===== config.mk =====
export PLATFORM = sky130hd
export DESIGN_NAME = pe_row_conv_core_flat
export DESIGN_NICKNAME = d
export VERILOG_FILES = /design/src/rtl/pe_row_conv_core_if.sv /design/src/rtl/pe_row_conv_core.sv /design/src/flat_wrapper.sv
export SDC_FILE = /design/constraint.sdc
export NUM_CORES = 2
export LEC_CHECK = 0
export CAP_MARGIN = 30
export CORE_UTILIZATION = 30
export DETAILED_ROUTE_END_ITERATION = 16
export PLACE_DENSITY = 0.45
export SYNTH_ARGS = -nofsm -noshare
export SYNTH_HDL_FRONTEND = slang
export SYNTH_SLANG_ARGS = --single-unit

===== constraint.sdc =====
create_clock -name CLK -period 6 [get_ports CLK]
set_input_delay 1.2 -clock CLK [delete_from_list [all_inputs] [get_ports CLK]]
set_output_delay 1.2 -clock CLK [all_outputs]
set_load 0.02 [all_outputs]

===== src/rtl/pe_row_conv_core_if.sv =====
// Streaming channels of the row-stationary PE: filter load, ifmap load, psum in and psum out.
// Each channel transfers on a rising edge where valid & ready are both high; a source holds
// valid and data steady until that transfer, and ready may depend on state but never on valid.
interface pe_row_conv_core_if #(
   parameter int DW    = 16,
   parameter int ACC_W = 32
);
   logic             fil_valid;
   logic             fil_ready;
   logic [DW-1:0]    fil_data;
   logic             map_valid;
   logic             map_ready;
   logic [DW-1:0]    map_data;
   logic             psum_in_valid;
   logic             psum_in_ready;
   logic [ACC_W-1:0] psum_in_data;
   logic             psum_out_valid;
   logic             psum_out_ready;
   logic [ACC_W-1:0] psum_out_data;

   modport master (
      output fil_valid, fil_data, map_valid, map_data,
      output psum_in_valid, psum_in_data, psum_out_ready,
      input  fil_ready, map_ready, psum_in_ready, psum_out_valid, psum_out_data
   );

   modport slave (
      input  fil_valid, fil_data, map_valid, map_data,
      input  psum_in_valid, psum_in_data, psum_out_ready,
      output fil_ready, map_ready, psum_in_ready, psum_out_valid, psum_out_data
   );
endinterface


===== src/rtl/pe_row_conv_core.sv =====
// One PE of a 1-D row-stationary convolution: buffers a filter row and an ifmap row, computes
// E = W-S+1 partial sums through a 3-stage MAC pipeline, then streams them out plus the neighbour psum.
module pe_row_conv_core #(
   parameter int DW       = 16,
   parameter int ACC_W    = 32,
   parameter int FL_DEPTH = 12,
   parameter int IF_DEPTH = 16,
   localparam int SW      = $clog2(FL_DEPTH + 1),
   localparam int WW      = $clog2(IF_DEPTH + 1)
) (
   input  logic                 CLK,
   input  logic                 clr_,
   input  logic                 start,
   input  logic [SW-1:0]        cfg_s,
   input  logic [WW-1:0]        cfg_w,
   input  logic                 cfg_first,
   pe_row_conv_core_if.slave    bus,
   output logic                 busy,
   output logic                 done,
   output logic                 err,
   output logic [15:0]          zero_skip_cnt,
   output logic [2:0]           o_dbg_state
);
   localparam int FAW = $clog2(FL_DEPTH);
   localparam int MAW = $clog2(IF_DEPTH);

   typedef enum logic [2:0] {
      S_IDLE  = 3'd0,
      S_LOAD  = 3'd1,
      S_MAC   = 3'd2,
      S_DRAIN = 3'd3,
      S_OUT   = 3'd4
   } state_t;

   state_t                  r_state;
   logic [SW-1:0]           r_s, r_fcnt, r_k;
   logic [WW-1:0]           r_w, r_e, r_mcnt, r_j;
   logic                    r_first;
   logic signed [DW-1:0]    r_filt [FL_DEPTH];
   logic signed [DW-1:0]    r_map  [IF_DEPTH];
   logic [FL_DEPTH-1:0]     r_fzero;
   logic [IF_DEPTH-1:0]     r_mzero;
   logic [ACC_W-1:0]        r_acc  [IF_DEPTH];
   logic signed [DW-1:0]    r_op_f, r_op_m;
   logic                    r_v1, r_ld1, r_z1;
   logic [MAW-1:0]          r_j1;
   logic signed [2*DW-1:0]  r_prod;
   logic                    r_v2, r_ld2;
   logic [MAW-1:0]          r_j2;
   logic                    r_dcnt;
   logic                    r_pov;
   logic [ACC_W-1:0]        r_pod;
   logic                    r_done, r_err;
   logic [15:0]             r_zcnt;

   logic                    w_cfg_ok;
   logic                    w_fil_rdy, w_map_rdy, w_pin_rdy;
   logic [MAW-1:0]          w_mac_addr;
   logic                    w_mac_zero;
   logic                    w_k_last, w_j_last;
   logic signed [2*DW-1:0]  w_mult;
   logic [ACC_W-1:0]        w_prod_ext;
   logic [ACC_W-1:0]        w_pin_add;

   assign w_cfg_ok   = (cfg_s != '0) && (32'(cfg_s) <= 32'(FL_DEPTH)) &&
                       (32'(cfg_s) <= 32'(cfg_w)) && (32'(cfg_w) <= 32'(IF_DEPTH));
   assign w_fil_rdy  = (r_state == S_LOAD) && (r_fcnt != r_s);
   assign w_map_rdy  = (r_state == S_LOAD) && (r_mcnt != r_w);
   assign w_pin_rdy  = (r_state == S_OUT) && !r_pov;
   assign w_mac_addr = r_j[MAW-1:0] + MAW'(r_k);
   assign w_mac_zero = r_mzero[w_mac_addr] | r_fzero[r_k[FAW-1:0]];
   assign w_k_last   = (r_k == r_s - SW'(1));
   assign w_j_last   = (r_j == r_e - WW'(1));
   assign w_mult     = r_op_f * r_op_m;
   assign w_prod_ext = ACC_W'(r_prod);
   assign w_pin_add  = r_first ? '0 : bus.psum_in_data;

   assign bus.fil_ready      = w_fil_rdy;
   assign bus.map_ready      = w_map_rdy;
   assign bus.psum_in_ready  = w_pin_rdy;
   assign bus.psum_out_valid = r_pov;
   assign bus.psum_out_data  = r_pod;
   assign busy               = (r_state != S_IDLE);
   assign done               = r_done;
   assign err                = r_err;
   assign zero_skip_cnt      = r_zcnt;
   assign o_dbg_state        = r_state;

   always_ff @(posedge CLK or negedge clr_) begin
      if (!clr_) begin
         r_state <= S_IDLE;
         r_s     <= '0;
         r_w     <= '0;
         r_e     <= '0;
         r_first <= 1'b0;
         r_fcnt  <= '0;
         r_mcnt  <= '0;
         r_k     <= '0;
         r_j     <= '0;
         r_fzero <= '0;
         r_mzero <= '0;
         for (int i = 0; i < FL_DEPTH; i++) r_filt[i] <= '0;
         for (int i = 0; i < IF_DEPTH; i++) r_map[i] <= '0;
         for (int i = 0; i < IF_DEPTH; i++) r_acc[i] <= '0;
         r_op_f  <= '0;
         r_op_m  <= '0;
         r_v1    <= 1'b0;
         r_ld1   <= 1'b0;
         r_z1    <= 1'b0;
         r_j1    <= '0;
         r_prod  <= '0;
         r_v2    <= 1'b0;
         r_ld2   <= 1'b0;
         r_j2    <= '0;
         r_dcnt  <= 1'b0;
         r_pov   <= 1'b0;
         r_pod   <= '0;
         r_done  <= 1'b0;
         r_err   <= 1'b0;
         r_zcnt  <= '0;
      end else begin
         r_done <= 1'b0;
         r_err  <= 1'b0;
         r_v1   <= 1'b0;
         // Stages 2 and 3 free-run; a gated pair carries a zero product but still lands in acc.
         r_v2   <= r_v1;
         r_ld2  <= r_ld1;
         r_j2   <= r_j1;
         r_prod <= r_z1 ? '0 : w_mult;
         if (r_v2) r_acc[r_j2] <= r_ld2 ? w_prod_ext : r_acc[r_j2] + w_prod_ext;

         case (r_state)
            S_IDLE: begin
               if (start) begin
                  if (w_cfg_ok) begin
                     r_s     <= cfg_s;
                     r_w     <= cfg_w;
                     r_e     <= cfg_w - WW'(cfg_s) + WW'(1);
                     r_first <= cfg_first;
                     r_fcnt  <= '0;
                     r_mcnt  <= '0;
                     r_fzero <= '0;
                     r_mzero <= '0;
                     r_zcnt  <= '0;
                     r_state <= S_LOAD;
                  end else begin
                     r_err <= 1'b1;
                  end
               end
            end
            S_LOAD: begin
               if (w_fil_rdy && bus.fil_valid) begin
                  r_filt[r_fcnt[FAW-1:0]]  <= bus.fil_data;
                  r_fzero[r_fcnt[FAW-1:0]] <= (bus.fil_data == '0);
                  r_fcnt                   <= r_fcnt + SW'(1);
               end
               if (w_map_rdy && bus.map_valid) begin
                  r_map[r_mcnt[MAW-1:0]]   <= bus.map_data;
                  r_mzero[r_mcnt[MAW-1:0]] <= (bus.map_data == '0);
                  r_mcnt                   <= r_mcnt + WW'(1);
               end
               if (r_fcnt == r_s && r_mcnt == r_w) begin
                  r_j     <= '0;
                  r_k     <= '0;
                  r_state <= S_MAC;
               end
            end
            S_MAC: begin
               r_v1  <= 1'b1;
               r_ld1 <= (r_k == '0);
               r_j1  <= r_j[MAW-1:0];
               r_z1  <= w_mac_zero;
               // Holding the operands on a gated pair keeps the multiplier inputs quiet.
               if (w_mac_zero) begin
                  if (r_zcnt != 16'hFFFF) r_zcnt <= r_zcnt + 16'd1;
               end else begin
                  r_op_f <= r_filt[r_k[FAW-1:0]];
                  r_op_m <= r_map[w_mac_addr];
               end
               if (w_k_last) begin
                  r_k <= '0;
                  if (w_j_last) begin
                     r_dcnt  <= 1'b0;
                     r_state <= S_DRAIN;
                  end else begin
                     r_j <= r_j + WW'(1);
                  end
               end else begin
                  r_k <= r_k + SW'(1);
               end
            end
            S_DRAIN: begin
               r_dcnt <= 1'b1;
               if (r_dcnt) begin
                  r_j     <= '0;
                  r_state <= S_OUT;
               end
            end
            S_OUT: begin
               if (w_pin_rdy && bus.psum_in_valid) begin
                  r_pod <= r_acc[r_j[MAW-1:0]] + w_pin_add;
                  r_pov <= 1'b1;
               end else if (r_pov && bus.psum_out_ready) begin
                  r_pov <= 1'b0;
                  if (w_j_last) begin
                     r_done  <= 1'b1;
                     r_state <= S_IDLE;
                  end else begin
                     r_j <= r_j + WW'(1);
                  end
               end
            end
            default: r_state <= S_IDLE;
         endcase
      end
   end
endmodule

===== src/flat_wrapper.sv =====
// flat-port wrapper written by rule: the top's interface ports become plain ports
module pe_row_conv_core_flat 
#(
   parameter int DW       = 16,
   parameter int ACC_W    = 32,
   parameter int FL_DEPTH = 12,
   parameter int IF_DEPTH = 16,
   localparam int SW      = $clog2(FL_DEPTH + 1),
   localparam int WW      = $clog2(IF_DEPTH + 1)
)
  (CLK, clr_, start, cfg_s, cfg_w, cfg_first, busy, done, err, zero_skip_cnt, o_dbg_state, bus_fil_valid, bus_fil_data, bus_map_valid, bus_map_data, bus_psum_in_valid, bus_psum_in_data, bus_psum_out_ready, bus_fil_ready, bus_map_ready, bus_psum_in_ready, bus_psum_out_valid, bus_psum_out_data);
  pe_row_conv_core_if #(.DW(DW), .ACC_W(ACC_W)) bus_i ();
  input  logic CLK;
  input  logic clr_;
  input  logic start;
  input  logic [SW-1:0] cfg_s;
  input  logic [WW-1:0] cfg_w;
  input  logic cfg_first;
  output logic busy;
  output logic done;
  output logic err;
  output logic [15:0] zero_skip_cnt;
  output logic [2:0] o_dbg_state;
  input wire logic [$bits(bus_i.fil_valid)-1:0] bus_fil_valid;
  input wire logic [$bits(bus_i.fil_data)-1:0] bus_fil_data;
  input wire logic [$bits(bus_i.map_valid)-1:0] bus_map_valid;
  input wire logic [$bits(bus_i.map_data)-1:0] bus_map_data;
  input wire logic [$bits(bus_i.psum_in_valid)-1:0] bus_psum_in_valid;
  input wire logic [$bits(bus_i.psum_in_data)-1:0] bus_psum_in_data;
  input wire logic [$bits(bus_i.psum_out_ready)-1:0] bus_psum_out_ready;
  output wire logic [$bits(bus_i.fil_ready)-1:0] bus_fil_ready;
  output wire logic [$bits(bus_i.map_ready)-1:0] bus_map_ready;
  output wire logic [$bits(bus_i.psum_in_ready)-1:0] bus_psum_in_ready;
  output wire logic [$bits(bus_i.psum_out_valid)-1:0] bus_psum_out_valid;
  output wire logic [$bits(bus_i.psum_out_data)-1:0] bus_psum_out_data;
  assign bus_i.fil_valid = bus_fil_valid;
  assign bus_i.fil_data = bus_fil_data;
  assign bus_i.map_valid = bus_map_valid;
  assign bus_i.map_data = bus_map_data;
  assign bus_i.psum_in_valid = bus_psum_in_valid;
  assign bus_i.psum_in_data = bus_psum_in_data;
  assign bus_i.psum_out_ready = bus_psum_out_ready;
  assign bus_fil_ready = bus_i.fil_ready;
  assign bus_map_ready = bus_i.map_ready;
  assign bus_psum_in_ready = bus_i.psum_in_ready;
  assign bus_psum_out_valid = bus_i.psum_out_valid;
  assign bus_psum_out_data = bus_i.psum_out_data;
  pe_row_conv_core #(.DW(DW), .ACC_W(ACC_W), .FL_DEPTH(FL_DEPTH), .IF_DEPTH(IF_DEPTH)) u_core (.CLK(CLK), .clr_(clr_), .start(start), .cfg_s(cfg_s), .cfg_w(cfg_w), .cfg_first(cfg_first), .bus(bus_i), .busy(busy), .done(done), .err(err), .zero_skip_cnt(zero_skip_cnt), .o_dbg_state(o_dbg_state));
endmodule

==> flow_metrics.py <==
metrics = {
    "pwr": {
        "max-vdd-ir-drop_uv": 251,
        "p_leak_nw": 34.6,
        "power_density_nw_per_um2": 368,
    },
    "cts": {
        "htree_levels": 4,
        "clkLatencyLatePin_ns": 0.81,
        "cts_tree": "built",
        "clk_path_buf_depth": 3,
        "numCtsBuffers": 137,
        "ctsRootBufferMaster": "clkbuf_16",
        "clock_sinks": 1153,
        "clkSlewWorstSetupHoldPaths_ns": 0.07,
    },
    "timing": {
        "skew_ns": 0.0459,
        "tns_ns": 0,
        "postLayoutSetupSlackWorst_ns": 0.134,
        "max_freq_ghz": 0.170,
        "rsz0062_at_grt": "yes",
        "hold_viol": 0,
        "slew_violations": 0,
        "finalCriticalPeriod_ns": 5.87,
        "fin_crit_sh_pct": 97.8,
        "setup_viol": 0,
        "slew_headroom_pct": 30.7,
        "worst_pin_slew_ns": 1.03,
    },
    "floorplanning": {
        "dieArea_sq_um": 227000,
        "die_w_um": 477,
        "coreArea_sq_um": 223000,
        "row_count": 173,
        "io_pins": 139,
        "fp.dieH_um": 477,
        "start_util_pct": 30.3,
    },
    "route": {
        "drt_pass1_iterations": 5,
        "viasPerCell": 5.00,
        "drt-initial-drc-count": 2961,
        "routed_wl_um": 201000,
        "drcViolationCount": 0,
        "antenna_left": 0,
        "vias": 45000,
        "wl_per_cell_um": 22.3,
    },
    "cells_and_area": {
        "finalNonFillerCells": 9005,
        "final_cell_mix": "dfrtp_1, nand2_1, o21ai_0, mux2_2, mux4_2",
        "layout-area-overhead-vs-synth_pct": 16.8,
        "final_common_cell": "dfrtp_1",
        "fillers": 22100,
        "fin_area_sq_um": 79000,
        "drive_above_1_share_pct": 26.2,
        "final_nets": 6438,
    },
    "critical_path": {
        "endpoint_kind": "register",
        "worstPathArrival_ns": 6.54,
        "critPathMaxFanout": 3,
        "worstSetupPathType": "reg -> reg",
        "setup.worst_path.start": "u_core.r_op_f[7]",
        "reg2reg_from": "u_core.r_op_f[7]",
        "critPathMostFrequentCell": "fa_1",
        "cp_data_required_time_ns": 6.68,
        "crit_chain": "clkbuf_16 > and2_4 > fa_1 > inv_1 > fa_1 > fa_1 > fa_1 > inv_1 > fa_1 > fa_1 > ha_4 > a21o_1 > a21oi_2 > o21bai_1 > nand2_1 > a21oi_2 > o41ai_2 > buf_4 > a31oi_4 > a31oi_1 > xor2_1 > nor2_1",
        "startpoint_type": "register",
        "crit_slowest_cell": "fa_1",
        "max_stage_delay_ns": 0.59,
    },
    "placement": {
        "portBuffers": 138,
        "pre_cts_slack_ns": -0.132,
        "dpl.hpwl_um": 135000,
        "gp_congestion": 0.840,
        "dp_cells": 8727,
        "placed_area_sq_um": 73900,
    },
    "yosys": {
        "synth_edf_count": 0,
        "synth-adder-area-share_pct": 11.0,
        "synth-seq-cells": 1153,
        "synthCells": 5748,
        "synth_xor_area_share_pct": 1.57,
        "yosys.area.top_type": "dfrtp_1",
        "muxShareOfSynthArea_pct": 23.6,
        "synth_compound_area_share_pct": 8.14,
        "synth_top_area_share_pct": 42.6,
        "synth_nets": 6265,
        "syn_area_sq_um": 67700,
        "yosysSeqAreaShare_pct": 42.6,
        "synth.distinct_cells": 81,
        "yosys.area_share.simple_pct": 8.77,
        "synth_top_family_by_area": "multiplexers",
        "synth-async-reset-ratio_pct": 100,
        "yosysWarnings": 0,
        "synth.area.top_cells": "dfrtp_1, mux4_2, mux2_2",
        "synthFlopType": "dfrtp_1",
        "syn_avg_cell_area_sq_um": 11.8,
    },
    "run": {
        "maxCapViolations": 0,
    },
    "global_route": {
        "antenna_found_initial": 11,
        "grt_pass1_vias": 46900,
        "grt_pass1_wl_um": 305000,
        "grt_max_degree": 171,
        "track_usage_pct": 17.6,
        "grt.overflow.total": 0,
    },
    "outcome": {
        "status": "completed",
    },
    "hold_path": {
        "hp-class": "reg -> reg",
        "min_from": "u_core.r_v1",
    },
}
-- flip-flops by register name, indices dropped and copies added (netlist names), 5 cells and up --
signal	cells
u_core.r_e	5
u_core.r_filt	192
u_core.r_mcnt	5
u_core.r_acc	512
u_core.r_op_f	16
u_core.zero_skip_cnt	16
u_core.bus.psum_out_data	32
u_core.r_map	256
u_core.r_fzero	12
u_core.r_w	5
u_core.r_mzero	16
u_core.r_prod	32
u_core.r_j	5
u_core.r_op_m	16
-- power breakdown --
part,internal (mW),switching [mW]
sequential,9.39,1.05
combinational,4.82,5.22
clock,5.05,3.57
-- layer usage --
layer  part of all wire [%]  global-route usage, %  vias up
li1                       -                      -    20600
met1                     46                   24.5    23400
met2                     47                   28.5      795
met3                    3.9                   2.80      243
met4                    2.3                   4.52        4
met5                  0.010                      0        -
-- kinds of logic (layout without fill, tap and decap cells) --
family	Yosys count	after routing
AND/OR/NAND/NOR	1325	1325
flip-flops	1153	1153
multiplexers	981	981
AO/OA/AOI/OAI	968	968
buffers and inverters	764	1043
adder cells (fa/ha/maj)	436	436
XOR/XNOR	121	121
other	0	3
-- path summary, 6_finish.rpt --
kind	to	slack, ns	cells after the start
worst max-delay path	u_core.r_prod[30]	0.13	22
worst min-delay path	u_core.r_v2	0.35	0
worst max register to register	u_core.r_prod[30]	0.13	22
worst min register to register	u_core.r_v2	0.35	0
max in group asynchronous	u_core.r_op_f[1]	4.08	2
min in group asynchronous	u_core.bus.psum_out_data[17]	0.43	1
-- cell type report --
| class | instances | area [sq um] | area share, % |
|---|---|---|---|
| clock inverter | 53 | 644 | 0.815 |
| clock buffer | 192 | 3980 | 5.03 |
| antenna | 3 | 7.51 | 0.00950 |
| tap | 2975 | 3720 | 4.71 |
| sequential | 1153 | 28900 | 36.6 |
| inverter | 362 | 1360 | 1.72 |
| multi-input combinational | 3831 | 36300 | 45.9 |
| timing repair buffer | 436 | 4150 | 5.25 |
-- stage by stage --
step / util [%] / total power [mW] / hold slack [ns]
floorplan: - / 16.9 / 0.331
global placement: 33.0 / 20.3 / 0.333
detailed placement: 33.1 / 20.5 / 0.340
CTS: 35.2 / 29.3 / 0.354
global route: 35.4 / 31.0 / 0.356
finish: 35.4 / 29.1 / 0.352
-- timing repair --
item                       in CTS  in global routing
pin swaps                       1                 19
gates resized for setup         7                 70
gates cloned                    0                  1
setup endpoints to repair       4                 13
hold buffers                    0                  0
buffers inserted                0                 28
-- worst max-delay path: cells and delay by family (launching register included) --
family / cells / cell delay, ns
buffers and inverters: 4 / 0.46
DFF: 1 / 0.45
and+or+nand+nor: 3 / 0.33
AOI/OAI and AO/OA: 7 / 1.12
xor gates and xnor gates: 1 / 0.15
adders and majority gates: 7 / 3.26
-- synth_stat cells (all sizes together), types with 34 or more instances --
| library cell | count |
|---|---|
| a21oi | 148 |
| xor2 | 49 |
| dfrtp | 1153 |
| mux2i | 42 |
| inv | 361 |
| fa | 267 |
| mux2 | 499 |
| nor2 | 172 |
| clkbuf | 329 |
| mux4 | 440 |
| a21o | 41 |
| nand3 | 74 |
| a211oi | 34 |
| o21ai | 607 |
| buf | 73 |
| xnor2 | 72 |
| and2 | 136 |
| ha | 169 |
| nor2b | 66 |
| nand2 | 743 |
Power figures use the tool's default switching activity.
